==> config.mk <==
export PLATFORM = sky130hd
export DESIGN_NAME = pe64_grant_scheduler_flat
export DESIGN_NICKNAME = d
export VERILOG_FILES = /design/src/rtl/pe64_grant_scheduler_if.sv /design/src/rtl/pe64_grant_scheduler.sv /design/src/flat_wrapper.sv
export SDC_FILE = /design/constraint.sdc
export NUM_CORES = 1
export LEC_CHECK = 0
export CAP_MARGIN = 10
export CORE_MARGIN = 3
export CORE_UTILIZATION = 38
export CTS_BUF_LIST = sky130_fd_sc_hd__clkbuf_4 sky130_fd_sc_hd__clkbuf_8
export CTS_CLUSTER_DIAMETER = 100
export DETAILED_ROUTE_END_ITERATION = 6
export PLACE_DENSITY = 0.9
export SETUP_SLACK_MARGIN = 0.15
export SLEW_MARGIN = 15
export SYNTH_ARGS = -nofsm -noshare
export SYNTH_HDL_FRONTEND = slang
export SYNTH_SLANG_ARGS = --single-unit
==> constraint.sdc <==
create_clock -name clk_i -period 2.6 [get_ports clk_i]
set_input_delay 0.52 -clock clk_i [delete_from_list [all_inputs] [get_ports clk_i]]
set_output_delay 0.52 -clock clk_i [all_outputs]
set_load 0.005 [all_outputs]
==> src/rtl/pe64_grant_scheduler_if.sv <==
// Grant handshake bundle between the scheduler (master) and the grant consumer (slave).
interface pe64_grant_scheduler_if #(
  parameter int unsigned IdxW = 6
) ();
  logic            grant_valid;
  logic [IdxW-1:0] grant_idx;
  logic            grant_ready;

  modport master (
    output grant_valid,
    output grant_idx,
    input  grant_ready
  );

  modport slave (
    input  grant_valid,
    input  grant_idx,
    output grant_ready
  );
endinterface

==> src/rtl/pe64_grant_scheduler.sv <==
// 64-request pending register with a 4x16 two-level priority encode and a valid/ready grant offer.
// Optional macro PE_SCHED_MASK_EN adds req_mask_i; masked bits stay pending but are never offered.
module pe64_grant_scheduler #(
  parameter int unsigned Width = 64,
  parameter int unsigned IdxW  = 6,
  parameter int unsigned CntW  = 16
) (
  input  logic                  clk_i,
  input  logic                  rst_i,
  input  logic [Width-1:0]      req_set_i,
  input  logic [Width-1:0]      req_clr_i,
`ifdef PE_SCHED_MASK_EN
  input  logic [Width-1:0]      req_mask_i,
`endif
  pe64_grant_scheduler_if.master grant_if,
  output logic [Width-1:0]      pending_o,
  output logic                  empty_o,
  output logic [CntW-1:0]       grant_cnt_o
);

  localparam int unsigned NumRows = Width / 4;

  if (Width != 64) begin : gen_width_err
    $error("pe64_grant_scheduler: only Width == 64 is supported");
  end
  if (IdxW != $clog2(Width)) begin : gen_idxw_err
    $error("pe64_grant_scheduler: IdxW must equal log2(Width)");
  end

  typedef enum logic [0:0] {StIdle, StOffer} state_e;

  state_e           state_q, state_d;
  logic [Width-1:0] pending_q, pending_d;
  logic [IdxW-1:0]  grant_idx_q, grant_idx_d;
  logic [CntW-1:0]  grant_cnt_q, grant_cnt_d;
  logic             grant_valid_q, grant_valid_d;

  logic [Width-1:0]   eligible;
  logic [NumRows-1:0] row_any;
  logic [3:0]         row_sel;
  logic [3:0]         row_bits;
  logic [1:0]         col_sel;
  logic [IdxW-1:0]    enc_idx;
  logic               accept;
  logic [Width-1:0]   accept_vec;

`ifdef PE_SCHED_MASK_EN
  assign eligible = pending_q & ~req_mask_i;
`else
  assign eligible = pending_q;
`endif

  // Two-level encode: highest non-empty row, then highest set column inside it.
  always_comb begin
    row_any = '0;
    for (int r = 0; r < int'(NumRows); r++) begin
      row_any[r] = |eligible[4*r +: 4];
    end
    row_sel = '0;
    for (int r = 0; r < int'(NumRows); r++) begin
      if (row_any[r]) row_sel = 4'(r);
    end
    row_bits = eligible[{row_sel, 2'b00} +: 4];
    col_sel  = '0;
    for (int c = 0; c < 4; c++) begin
      if (row_bits[c]) col_sel = 2'(c);
    end
    enc_idx = {row_sel, col_sel};
  end

  assign accept     = (state_q == StOffer) && grant_if.grant_ready;
  assign accept_vec = accept ? (Width'(1) << grant_idx_q) : '0;

  // Clear beats set beats acceptance; a set coinciding with its own acceptance is kept.
  assign pending_d = ((pending_q & ~accept_vec) | req_set_i) & ~req_clr_i;

  // State register
  always_ff @(posedge clk_i or posedge rst_i) begin
    if (rst_i) begin
      state_q       <= StIdle;
      pending_q     <= '0;
      grant_idx_q   <= '0;
      grant_cnt_q   <= '0;
      grant_valid_q <= 1'b0;
    end else begin
      state_q       <= state_d;
      pending_q     <= pending_d;
      grant_idx_q   <= grant_idx_d;
      grant_cnt_q   <= grant_cnt_d;
      grant_valid_q <= grant_valid_d;
    end
  end

  // Next-state logic
  always_comb begin
    state_d = state_q;
    unique case (state_q)
      StIdle:  if (|eligible) state_d = StOffer;
      StOffer: if (grant_if.grant_ready) state_d = StIdle;
      default: state_d = StIdle;
    endcase
  end

  // Registered-output next values; grant_idx is frozen for the whole offer.
  always_comb begin
    grant_idx_d   = grant_idx_q;
    grant_cnt_d   = grant_cnt_q;
    grant_valid_d = 1'b0;
    unique case (state_q)
      StIdle: begin
        if (|eligible) begin
          grant_idx_d   = enc_idx;
          grant_valid_d = 1'b1;
        end
      end
      StOffer: begin
        if (grant_if.grant_ready) begin
          grant_cnt_d = grant_cnt_q + CntW'(1);
        end else begin
          grant_valid_d = 1'b1;
        end
      end
      default: grant_valid_d = 1'b0;
    endcase
  end

  assign grant_if.grant_valid = grant_valid_q;
  assign grant_if.grant_idx   = grant_idx_q;
  assign pending_o            = pending_q;
  assign empty_o              = (pending_q == '0);
  assign grant_cnt_o          = grant_cnt_q;

endmodule

==> src/flat_wrapper.sv <==
// flat-port wrapper written by rule: the top's interface ports become plain ports
module pe64_grant_scheduler_flat 
#(
  parameter int unsigned Width = 64,
  parameter int unsigned IdxW  = 6,
  parameter int unsigned CntW  = 16
)
  (clk_i, rst_i, req_set_i, req_clr_i, pending_o, empty_o, grant_cnt_o, grant_if_grant_valid, grant_if_grant_idx, grant_if_grant_ready);
  pe64_grant_scheduler_if #(.IdxW(IdxW)) grant_if_i ();
  input  logic clk_i;
  input  logic rst_i;
  input  logic [Width-1:0] req_set_i;
  input  logic [Width-1:0] req_clr_i;
  output logic [Width-1:0] pending_o;
  output logic empty_o;
  output logic [CntW-1:0] grant_cnt_o;
  output wire logic [$bits(grant_if_i.grant_valid)-1:0] grant_if_grant_valid;
  output wire logic [$bits(grant_if_i.grant_idx)-1:0] grant_if_grant_idx;
  input wire logic [$bits(grant_if_i.grant_ready)-1:0] grant_if_grant_ready;
  assign grant_if_grant_valid = grant_if_i.grant_valid;
  assign grant_if_grant_idx = grant_if_i.grant_idx;
  assign grant_if_i.grant_ready = grant_if_grant_ready;
  pe64_grant_scheduler #(.Width(Width), .IdxW(IdxW), .CntW(CntW)) u_core (.clk_i(clk_i), .rst_i(rst_i), .req_set_i(req_set_i), .req_clr_i(req_clr_i), .grant_if(grant_if_i), .pending_o(pending_o), .empty_o(empty_o), .grant_cnt_o(grant_cnt_o));
endmodule
==> flow_summary.ini <==
[sta]
fin_crit_sh = 1.01
hold_viol = 0
holdWs_ns = 0.506
slew_headroom = 0.694
final-setup-viol-count = 1
fin_tns_setup_ns = -0.0234
drv_slew = 0
worstMarginPinSlew_ns = 0.458
skew_ns = 0.00815
fmax_mhz = 381
rsz0062_at_grt = yes
period_minus_slack_ns = 2.62
layout_setup_ws_ns = -0.0234

[cts]
holdBufCountCts = 0
cts_tree = yes
clock_path_buffers = 2
root_buffer = clkbuf_8
ctsHtreeMaxLevel = 3
insertion_delay_ns = 0.36
clkTransAtPathRegs_ns = 0.09
cts_inserted_buffers = 9
cts_sinks = 87

[logic_synthesis]
synth_area_leader_cell = dfrtp_1
synth_xor_area_frac = 0.0294
synthesis.instances = 480
synthTopCellsByArea = dfrtp_1, o21ai_0, a21oi_1
ys_types = 60
synth_common_cells = dfrtp_1, o21ai_0, a21oi_1
ys_seq_elements = 87
synth_area_per_cell_um2 = 9.31
synthMuxAreaShare = 0.0252
syn_nets = 612
yosys_warnings = 0
synth.most_common_cell = dfrtp_1
seq_area_frac_synth = 0.487
synth_top_family_by_area = compound AO/OA/AOI/OAI gates
yosysTopAreaCellShare = 0.487
synth-compound-area-share = 0.228
synthArstFlopShare = 1.00
yosys_most_used_dff = dfrtp_1
synthSimpleGateAreaFrac = 0.161
syn_area_mm2 = 0.00447
synth_adder_area_share = 0.00280
synth-edff-count = 0

[run_status]
violations = setup timing
run_status = finished with violations

[floorplanning]
die_h_um = 114
io_pins = 219
die-width_um = 114
start_util = 0.400
num_rows = 38
die_area_mm2 = 0.0131
coreArea_mm2 = 0.0112

[global_route]
grtUsageMet2 = 0.491
antenna_found_initial = 0
met1_usage = 0.347
grt_use_met3 = 0.0618
grt_pass1_wl_um = 28700
gr-total-overflow = 0
grt_max_degree = 48
track_usage = 0.286
grt_pass1_vias = 5427
busiest_layer = met2

[placed_design]
io_buffers = 218
dp_hpwl_um = 15200
gp_congestion = 0.914
dpl-instance-area_mm2 = 0.00748

[setup_path]
arrival_ns = 2.88
reg2reg_to = u_core.grant_if.grant_idx[0]$_DFFE_PP0P_
r2r-start = u_core.pending_o[55]$_DFF_PP0_
reg2regPathDepth = 10
critPathRequiredTime_ns = 2.86
critPathKind = flip-flop to flip-flop
startpoint_type = flip-flop
crit_path_end_kind = flip-flop
cp-startpoint = u_core.pending_o[55]$_DFF_PP0_
worst-r2r-setup-slack_ns = -0.02
cp_max_fo = 3

[final_layout]
antenna_cells = 0
postLayoutCoreUtil = 0.701
fin_area_mm2 = 0.00784
final_nets = 928
area_delta_synth_final_pct = 75.3
drive_gt1_frac = 0.188

[power]
power_mw = 3.90
cellLeakagePower_nw = 3.41
p_per_area_mw_per_mm2 = 497
peakVddDrop_mv = 0.361

[detailed_routing]
post_drt_wl_per_cell_um = 19.8
remaining_drc_errors = 0
vias_per_cell = 5.48
via_count = 5154
routed_wl_um = 18600
dr.first_iter.drc_count = 384
ant_nets = 0
firstDrtPassIters = 5

[worst_hold_path]
hold_class = primary input to async pin

[run]
maxCapViolCount = 0
## critical path: stages, from the launching register on
cell and delay, ns:
dfrtp_1 0.40, nor4_2 0.35, buf_4 0.19, nand4_1 0.09, a31o_2 0.30, a31oi_4 0.29, mux2i_1 0.11, a211oi_1 0.37
a2bb2oi_2 0.19, a311oi_1 0.06, o22a_1 0.16
## where the power goes
part | internal [mW] | total [mW] | switching [mW]
clock network | 0.654 | 1.13 | 0.478
registers | 1.48 | 1.66 | 0.179
logic | 0.650 | 1.11 | 0.457
## routing by layer
metal  routed length, um  vias to the layer above
met2                9490                      276
met1                7110                     2489
met4                 621                        0
li1                    -                     2343
met5                   0                        -
met3                1340                       46
## worst max-delay path by stage
stage / end / slack [ns] / cells after the start
floorplan: u_core.grant_if.grant_idx[0]$_DFFE_PP0P_ / 0.09 / 9
global placement: u_core.grant_if.grant_idx[0]$_DFFE_PP0P_ / -0.05 / 10
detailed placement: u_core.grant_if.grant_idx[0]$_DFFE_PP0P_ / -0.09 / 9
CTS: u_core.grant_if.grant_idx[0]$_DFFE_PP0P_ / -0.007 / 8
global route: u_core.grant_if.grant_idx[0]$_DFFE_PP0P_ / -0.16 / 10
finish: u_core.grant_if.grant_idx[0]$_DFFE_PP0P_ / -0.02 / 10
## state kept, by name (all words and copies together), names as in the netlist
name	cells
u_core.pending_o	64
u_core.grant_cnt_o	16
u_core.grant_if.grant_idx	6
u_core.state_q	1
## placed cells by master, fill, tap and decap left out, types with 7 or more instances in the layout
master,instances
xnor2_1,13
nand3_1,16
a21oi_1,71
clkdlybuf4s50_1,217
nor4_1,7
o21ai_0,72
buf_4,90
clkbuf_8,9
mux2i_1,9
inv_1,66
dfrtp_1,87
nand2_1,32
nor2_1,9
nand4_1,10
## cell type report
type                       instances  area [um2]
clock buffer                      11         139
clock inverter                     4        95.1
fill                             848        3340
inverter                          68         259
multi-input combinational        319        2090
sequential                        87        2180
tap                              140         175
timing repair buffer             311        2900
## per-stage QoR
step	setup WS, ns	std cells
2_1_floorplan	0.0934	480
3_3_place_gp	-0.0494	918
5_1_grt	-0.159	940
6_report	-0.0234	940
4_1_cts	-0.00692	939
3_5_place_dp	-0.0938	918
## logic make-up after synthesis
logic type / after synthesis
compound gates: 173
buf+inv: 75
mux: 10
fa+ha+maj: 1
flops: 87
simple gates: 119
xor+xnor: 15
## timing repair
item | 4_1_cts | 5_1_grt
pin swaps | 10 | 5
gates cloned | 1 | 0
resized for setup | 15 | 1
setup endpoints to repair | 3 | 3
setup buffers | 5 | 1
(Power assumes the default switching activity.)
